`config.mk`:
```
export PLATFORM = sky130hd
export DESIGN_NAME = binary_to_seg
export DESIGN_NICKNAME = d
export VERILOG_FILES = /design/src/rtl/seg_pkg.sv /design/src/rtl/binary_to_seg.sv
export SDC_FILE = /design/constraint.sdc
export NUM_CORES = 1
export LEC_CHECK = 0
export ABC_AREA = 1
export CAP_MARGIN = 25
export CORE_UTILIZATION = 45
export CTS_CLUSTER_DIAMETER = 60
export DETAILED_ROUTE_END_ITERATION = 10
export PLACE_DENSITY = 0.8
export SETUP_SLACK_MARGIN = 0.1
export SYNTH_ARGS = -nofsm -noshare
export SYNTH_HDL_FRONTEND = slang
export SYNTH_SLANG_ARGS = --single-unit
```
`constraint.sdc`:
```
create_clock -name clk -period 0.9 [get_ports clk]
set_clock_uncertainty 0.2 [all_clocks]
set_input_delay 0.135 -clock clk [delete_from_list [all_inputs] [get_ports clk]]
set_output_delay 0.135 -clock clk [all_outputs]
set_load 0.02 [all_outputs]
```
`src/rtl/seg_pkg.sv`:
```
// Shared glyph codes and 7-segment patterns for the lock's display path.
// All patterns are stored active-low, bit order [6:0] = {a,b,c,d,e,f,g}, so 0 = lit.
`timescale 1ns/1ps

package seg_pkg;

  // Character codes. Bit 4 clear selects a hex nibble; bit 4 set selects a special glyph.
  localparam logic [4:0] CODE_P    = 5'b10000;
  localparam logic [4:0] CODE_U    = 5'b10001;
  localparam logic [4:0] CODE_R    = 5'b10010;
  localparam logic [4:0] CODE_L    = 5'b11100;
  localparam logic [4:0] CODE_N    = 5'b11110;
  localparam logic [4:0] CODE_DASH = 5'b11111;

  // Hex glyphs, active-low.
  localparam logic [6:0] SEG_0 = 7'b0000001;
  localparam logic [6:0] SEG_1 = 7'b1001111;
  localparam logic [6:0] SEG_2 = 7'b0010010;
  localparam logic [6:0] SEG_3 = 7'b0000110;
  localparam logic [6:0] SEG_4 = 7'b1001100;
  localparam logic [6:0] SEG_5 = 7'b0100100;
  localparam logic [6:0] SEG_6 = 7'b0100000;
  localparam logic [6:0] SEG_7 = 7'b0001111;
  localparam logic [6:0] SEG_8 = 7'b0000000;
  localparam logic [6:0] SEG_9 = 7'b0000100;
  localparam logic [6:0] SEG_A = 7'b0001000;
  localparam logic [6:0] SEG_B = 7'b1100000;
  localparam logic [6:0] SEG_C = 7'b0110001;
  localparam logic [6:0] SEG_D = 7'b1000010;
  localparam logic [6:0] SEG_E = 7'b0110000;
  localparam logic [6:0] SEG_F = 7'b0111000;

  // Lock-specific glyphs, active-low.
  localparam logic [6:0] SEG_P     = 7'b0011000;
  localparam logic [6:0] SEG_U     = 7'b1000001;
  localparam logic [6:0] SEG_R     = 7'b1111010;
  localparam logic [6:0] SEG_L     = 7'b1110001;
  localparam logic [6:0] SEG_N     = 7'b1101010;
  localparam logic [6:0] SEG_DASH  = 7'b1111110;
  localparam logic [6:0] SEG_BLANK = 7'b1111111;

  // Hex nibble to active-low glyph.
  function automatic logic [6:0] seg_hex(input logic [3:0] nib);
    logic [6:0] pat;
    case (nib)
      4'h0:    pat = SEG_0;
      4'h1:    pat = SEG_1;
      4'h2:    pat = SEG_2;
      4'h3:    pat = SEG_3;
      4'h4:    pat = SEG_4;
      4'h5:    pat = SEG_5;
      4'h6:    pat = SEG_6;
      4'h7:    pat = SEG_7;
      4'h8:    pat = SEG_8;
      4'h9:    pat = SEG_9;
      4'hA:    pat = SEG_A;
      4'hB:    pat = SEG_B;
      4'hC:    pat = SEG_C;
      4'hD:    pat = SEG_D;
      4'hE:    pat = SEG_E;
      4'hF:    pat = SEG_F;
      default: pat = SEG_BLANK;
    endcase
    return pat;
  endfunction

  // Special code to active-low glyph; unassigned codes stay blank.
  function automatic logic [6:0] seg_special(input logic [4:0] code);
    logic [6:0] pat;
    case (code)
      CODE_P:    pat = SEG_P;
      CODE_U:    pat = SEG_U;
      CODE_R:    pat = SEG_R;
      CODE_L:    pat = SEG_L;
      CODE_N:    pat = SEG_N;
      CODE_DASH: pat = SEG_DASH;
      default:   pat = SEG_BLANK;
    endcase
    return pat;
  endfunction

endpackage

```
`src/rtl/binary_to_seg.sv`:
```
// Registered 5-bit character code to 7-segment decoder for the lock's 4-digit display.
// Output polarity is selected by SEG_ACTIVE_HIGH_EN: undefined gives active-low
// cathodes (reset 1111111); defined inverts every pattern (reset 0000000, still dark).
`timescale 1ns/1ps

module binary_to_seg
  import seg_pkg::*;
(
  input  logic       clk,
  input  logic       reset,
  input  logic [4:0] seven_in,
  output logic [6:0] seven_out
);

`ifdef SEG_ACTIVE_HIGH_EN
  localparam logic [6:0] SegDark = 7'b0000000;
`else
  localparam logic [6:0] SegDark = SEG_BLANK;
`endif

  logic [6:0] glyph;
  logic [6:0] seg_d;
  logic [6:0] seg_q;

  // Decode the code to an active-low glyph; unknown or unassigned codes blank the digit.
  always_comb begin
    glyph = SEG_BLANK;
    case (seven_in[4])
      1'b0:    glyph = seg_hex(seven_in[3:0]);
      1'b1:    glyph = seg_special(seven_in);
      default: glyph = SEG_BLANK;
    endcase
  end

  // Apply output polarity ahead of the register so the flop drives the pins directly.
  always_comb begin
`ifdef SEG_ACTIVE_HIGH_EN
    seg_d = ~glyph;
`else
    seg_d = glyph;
`endif
  end

  // Output register; reset forces all segments dark immediately.
  always_ff @(posedge clk or posedge reset) begin
    if (reset) begin
      seg_q <= SegDark;
    end else begin
      seg_q <= seg_d;
    end
  end

  assign seven_out = seg_q;

endmodule

```
==> results of run 1 <==
layer usage:
metal  vias to the layer above  part of all wire
met2                        66              0.50
met5                         -                 0
met1                       390              0.35
met3                        18             0.085
li1                        371                 -
met4                         0             0.058
synthesized netlist by cell type, types with 2 or more instances:
cell      instances  area, µm²
o21ai_0           6       30.0
ha_1              5       62.6
inv_1             9       33.8
dfstp_2           7        184
nor2_1            9       33.8
nand2_1          16       60.1
buf_6             2       22.5
o211ai_1          2       15.0
a21oi_1           8       40.0
nand2_2           2       12.5
nor2_2            3       18.8
nand3_1          13       65.1
power groups by stage:
stage	registers, mW	logic (mW)	clock network (mW)
after CTS	0.390	0.462	0.288
final	0.390	0.530	0.297
after floorplan	0.431	0.168	0
after detailed placement	0.387	0.371	0
after global routing	0.393	0.557	0.317
after global placement	0.383	0.366	0
repair_timing:
action / CTS / global route
endpoints found under the hold margin: 0 / 0
pin swaps: 19 / 17
endpoints found under the setup margin: 14 / 14
buffers inserted: 8 / 3
gates resized for setup: 101 / 13
gates cloned: 2 / 0
cell usage in the layout, fill, tap and decap left out, drive strengths merged:
master         synthesis  layout
nor2                  13      13
nand2                 18      18
buf                    3      34
o211ai                 2       2
nand3                 13      13
clkbuf                 0       4
ha                     5       5
clkinvlp               0       1
inv                   10       9
a31oi                  1       1
a22oi                  1       1
clkdlybuf4s15          0       1
o21ai                  7       7
a21oi                  8       8
clkdlybuf4s50          0       1
dfstp                  7       7
nand4                  1       1
layout make-up:
cell class / count / area (µm²) / area share
tap: 15 / 18.8 / 0.0162
clock buffer: 4 / 26.3 / 0.0227
timing repair buffer: 36 / 348 / 0.300
sequential: 7 / 184 / 0.159
multi-input combinational: 69 / 531 / 0.458
inverter: 10 / 51.3 / 0.0443
final timing paths:
check                      cells after the start                      to
worst min-delay path                           4  seven_out[0]$_DFF_PP1_
max in group asynchronous                      2  seven_out[2]$_DFF_PP1_
worst max-delay path                           1            seven_out[6]
min in group asynchronous                      2  seven_out[6]$_DFF_PP1_
per-stage QoR:
| stage | setup slack [ps] | std cells | utilization |
|---|---|---|---|
| CTS | -338 | 138 | 0.837 |
| detailed placement | -891 | 124 | 0.672 |
| floorplan | -235 | 89 | - |
| global placement | -856 | 124 | 0.672 |
| finish | -338 | 141 | 0.890 |
| global route | -357 | 141 | 0.890 |
cells by family (layout without fill, tap and decap cells):
family / Yosys count / after routing / synth area share
AO/OA/AOI/OAI: 19 / 19 / 0.166
adder cells (fa/ha/maj): 5 / 5 / 0.100
buffers and inverters: 13 / 50 / 0.108
flip-flops: 7 / 7 / 0.294
AND/OR/NAND/NOR: 45 / 45 / 0.332
==> flow_metrics.env, run 1 <==
export IMPL_initial_core_util=0.481
export IMPL_ir_worst_vdd_uv=492
export IMPL_drt_iter0_markers=47
export IMPL_path_max_fanout=1
export IMPL_syn_nets=101
export IMPL_largest_register_ffs=7
export IMPL_worstPathRequired_ps=560
export IMPL_grt_pass1_vias=739
export IMPL_die_w_um=39.3
export IMPL_p_leak_nw=0.524
export IMPL_setup_violations_final=14
export IMPL_grt_overflow=0
export IMPL_die_height_um=39.3
export IMPL_fin_ws_ps=-338
export IMPL_hp_start="seven_in[1]"
export IMPL_gr_usage_all_layers=0.331
export IMPL_met1_usage=0.363
export IMPL_cp_top_family="flip-flops"
export IMPL_period_minus_slack_ps=1240
export IMPL_path_clk_slew_ps=50
export IMPL_clockPowerShare=0.244
export IMPL_relSlewSlack=0.800
export IMPL_fp_dieArea_um2=1540
export IMPL_clock_path_buffers=2
export IMPL_syn_area_per_cell_um2=7.03
export IMPL_num_rows=13
export IMPL_whs_ps=104
export IMPL_crit_start="seven_out[6]$_DFF_PP1_"
export IMPL_portBuffers=13
export IMPL_cts_made_buffers=3
export IMPL_drv_cap=0
export IMPL_power_frac_seq=0.320
export IMPL_synthFlopType="dfstp_2"
export IMPL_synthToLayoutAreaGrowth_pct=85.2
export IMPL_cp_cell_sequence="buf_6"
export IMPL_fmax_mhz=808
export IMPL_firstDrtPassIters=6
export IMPL_grt_pass1_wl_mm=3.37
export IMPL_antenna_cells=0
export IMPL_use_met2=0.558
export IMPL_num_fill_cells=64
export IMPL_io_pins=14
export IMPL_place_hpwl_mm=1.24
export IMPL_nets=139
export IMPL_hp_class="primary input to flip-flop"
export IMPL_grt_setup_unrepaired="true"
export IMPL_grt_start_max_net_pins=11
export IMPL_sw_frac_of_total=0.352
export IMPL_ys_ff_latch=7
export IMPL_fin_crit_sh=1.38
export IMPL_ys_seq_area_frac=0.294
export IMPL_combPwrFrac=0.436
export IMPL_p_sw_mw=0.429
export IMPL_htreeDepth=1
export IMPL_clock_sinks=7
export IMPL_synth_async_reset_ratio=1.00
export IMPL_tritoncts="built"
export IMPL_synth_edff_count=0
export IMPL_grt_use_met3=0.108
export IMPL_postSynthCellCount=89
export IMPL_root_buffer="clkbuf_4"
export IMPL_cts_hold_buf=0
export IMPL_worstPathArrival_ps=900
export IMPL_drive_gt1_frac=0.659
export IMPL_yosys_warnings=0
export IMPL_violations="negative setup slack"
export IMPL_cp_start_kind="flip-flop"
export IMPL_max_stage_delay_ps=530
export IMPL_drc=0
export IMPL_power_density_nw_per_um2=1050
export IMPL_place_gp_congestion=0.897
export IMPL_p_int_mw=0.789
export IMPL_post_drt_wl_per_cell_um=18.1
export IMPL_postRouteAntennaNets=0
export IMPL_vias=845
export IMPL_final_area_um2=1160
export IMPL_tightest_slew_ps=300
export IMPL_critPathBufInv=1
export IMPL_slew_viol_final=0
export IMPL_fin_tns_setup_ps=-3750
export IMPL_grt_busiest_layer="met2"
export IMPL_antenna_found_initial=0
export IMPL_vias_per_cell=5.99
export IMPL_p_total_mw=1.22
export IMPL_status="complete, but fails checks"
export IMPL_critPathSlowestCell="dfstp_2"
export IMPL_coreArea_um2=1300
export IMPL_totalWireLength_mm=2.55
export IMPL_hold_violations=0
export IMPL_criticalPathCategory="flip-flop to output port"
export IMPL_placed_area_um2=875
export IMPL_synthesis_area_um2=626
export IMPL_synth_cell_types=19
export IMPL_end_kind="output port"
No activity file was read; power rests on OpenSTA's default activity.
==> run 2: changes to the inputs <==
--- a/config.mk
+++ b/config.mk
@@ -5,12 +5,11 @@
 export SDC_FILE = /design/constraint.sdc
 export NUM_CORES = 1
 export LEC_CHECK = 0
-export ABC_AREA = 1
 export CAP_MARGIN = 25
 export CORE_UTILIZATION = 45
 export CTS_CLUSTER_DIAMETER = 60
 export DETAILED_ROUTE_END_ITERATION = 10
-export PLACE_DENSITY = 0.8
+export PLACE_DENSITY = 0.79
 export SETUP_SLACK_MARGIN = 0.1
 export SYNTH_ARGS = -nofsm -noshare
 export SYNTH_HDL_FRONTEND = slang
==> run 2 against run 1 <==
The flow still finishes with violations (negative setup slack). Clock power decreased by 7.1%. Wire length decreased by 29%. Total power is 5.2% lower. Final area down 6.8%. Worst hold slack improved by 40 ps. Area after synthesis rose by 1.2%. Die area grew 1.1%. Worst setup slack worse by 28 ps. Global-route usage down 7.9 points.
==> flow_metrics.env, run 2 <==
export IMPL_die_w_um=39.5
export IMPL_worstPathRequired_ps=860
export IMPL_power_density_nw_per_um2=1070
export IMPL_place_hpwl_mm=1.20
export IMPL_ys_ff_latch=7
export IMPL_htreeDepth=1
export IMPL_grt_pass1_wl_mm=2.68
export IMPL_initial_core_util=0.487
export IMPL_synthFlopType="dfstp_2"
export IMPL_synthTopCellsByCount="dfstp_2, nor2_1, ha_1, inv_1"
export IMPL_cts_made_buffers=3
export IMPL_hp_class="primary input to async pin"
export IMPL_tightest_slew_ps=256
export IMPL_antenna_found_initial=0
export IMPL_crit_cells=7
export IMPL_grt_pass1_vias=630
export IMPL_yosys_warnings=0
export IMPL_layout_common_cells="buf_4, buf_6, dfstp_2"
export IMPL_drt_iter0_markers=19
export IMPL_synth_async_reset_ratio=1.00
export IMPL_clock_path_buffers=2
export IMPL_root_buffer="clkbuf_4"
export IMPL_portBuffers=13
export IMPL_ys_seq_area_frac=0.291
export IMPL_hold_violations=0
export IMPL_critPathBufInv=3
export IMPL_totalWireLength_mm=1.81
export IMPL_synthesis_area_um2=633
export IMPL_vias=681
export IMPL_fmax_mhz=790
export IMPL_status="complete, but fails checks"
export IMPL_antenna_cells=0
export IMPL_clock_sinks=7
export IMPL_largest_register_ffs=7
export IMPL_slew_viol_final=0
export IMPL_relSlewSlack=0.829
export IMPL_synth_top_area_share=0.291
export IMPL_fp_dieArea_um2=1560
export IMPL_max_stage_delay_ps=450
export IMPL_cts_hold_buf=0
export IMPL_yosysTopAreaCell="dfstp_2"
export IMPL_fin_ws_ps=-366
export IMPL_pre_cts_slack_ps=-1120
export IMPL_num_rows=13
export IMPL_final_common_cell="buf_4"
export IMPL_path_max_fanout=8
export IMPL_gr_usage_all_layers=0.252
export IMPL_synthToLayoutAreaGrowth_pct=70.6
export IMPL_syn_area_per_cell_um2=9.45
export IMPL_grt_overflow=0
export IMPL_setup_violations_final=14
export IMPL_worstPathArrival_ps=1230
export IMPL_cp_cell_sequence="buf_6 -> buf_6 -> buf_6 -> ha_4 -> mux4_2 -> nor2_1 -> a31oi_1"
export IMPL_critPathSlowestCell="mux4_2"
export IMPL_end_kind="flip-flop"
export IMPL_postSynthCellCount=67
export IMPL_criticalPathCategory="primary input to flip-flop"
export IMPL_drive_gt1_frac=0.653
export IMPL_die_height_um=39.5
export IMPL_period_minus_slack_ps=1270
export IMPL_nets=114
export IMPL_netlist_top_cells_area="dfstp_2, ha_1, a211oi_1"
export IMPL_synth_edff_count=0
export IMPL_path_clk_slew_ps=50
export IMPL_post_drt_wl_per_cell_um=15.6
export IMPL_syn_nets=79
export IMPL_cp_start_kind="primary input"
export IMPL_tritoncts="built"
export IMPL_postRouteAntennaNets=0
export IMPL_cp_top_family="multiplexers"
export IMPL_drc=0
export IMPL_p_leak_nw=0.466
export IMPL_fin_crit_sh=1.41
export IMPL_p_total_mw=1.15
export IMPL_yosysMostFrequentCell="dfstp_2"
export IMPL_vias_per_cell=5.87
export IMPL_grt_start_max_net_pins=14
export IMPL_firstDrtPassIters=4
export IMPL_coreArea_um2=1300
export IMPL_ir_worst_vdd_uv=501
export IMPL_io_pins=14
export IMPL_fin_tns_setup_ps=-4330
export IMPL_place_gp_congestion=0.827
export IMPL_drv_cap=0
export IMPL_synth_cell_types=36
export IMPL_violations="negative setup slack"
export IMPL_crit_path_frequent_cell="buf_6"
export IMPL_grt_setup_unrepaired="true"
## run 2: changes by cell type in the layout (fill, tap and decap cells not counted), sizes merged, moves of 5 or more
cell / change
nand2: -14
a21oi: -5
nand3: -12
o21ai: -5
nor2: -7
## run 2: per-layer routing
layer  vias up  global-route usage  part of all wire
met5         -                   0                 0
met1       305               0.283              0.39
met3        11              0.0511             0.068
met2        48               0.434              0.50
met4         0               0.138             0.047
li1        317                   -                 -
## run 2: power by group
part / leakage (nW) / internal (mW) / total (mW) / switching [mW]
clock: 0.0150 / 0.169 / 0.276 / 0.107
sequential: 0.0737 / 0.369 / 0.384 / 0.0144
combinational: 0.377 / 0.255 / 0.494 / 0.239
## run 2: stage by stage
stage / hold WS, ps / std cells / utilization / cell area, µm²
finish: 144 / 116 / 0.830 / 1080
global route: 195 / 116 / 0.830 / 1080
CTS: 166 / 116 / 0.822 / 1070
detailed placement: 410 / 110 / 0.736 / 957
global placement: 410 / 110 / 0.736 / 957
floorplan: -44.1 / 67 / - / 693
## run 2: final timing paths
path,startpoint,endpoint,slack (ps)
setup / recovery,seven_in[0],seven_out[3]$_DFF_PP1_,-370
hold / removal,reset,seven_out[2]$_DFF_PP1_,140
max in group asynchronous,reset,seven_out[6]$_DFF_PP1_,330
min in group clk,seven_in[2],seven_out[2]$_DFF_PP1_,190
## run 2: area by class of cell
cell class	instances	area [µm²]
Multi-Input combinational cell	49	503
Timing Repair Buffer	35	323
Fill cell	81	221
Sequential cell	7	184
Clock buffer	4	26.3
Inverter	6	25.0
Tap cell	15	18.8
## run 2: timing repair
action                                  4_1_cts  5_1_grt
endpoints found under the setup margin       14       14
pin swaps                                     7        7
gates resized for setup                      74        8
buffers inserted                              1        0
gates cloned                                  1        0
## run 2: cell families (layout without fill, tap and decap cells)
kind of cell | Yosys count | in the layout | synth area share
fa+ha+maj | 5 | 5 | 0.0988
mux | 4 | 4 | 0.0850
compound gates | 22 | 22 | 0.279
buf+inv | 11 | 45 | 0.0948
simple gates | 18 | 18 | 0.152
flops | 7 | 7 | 0.291
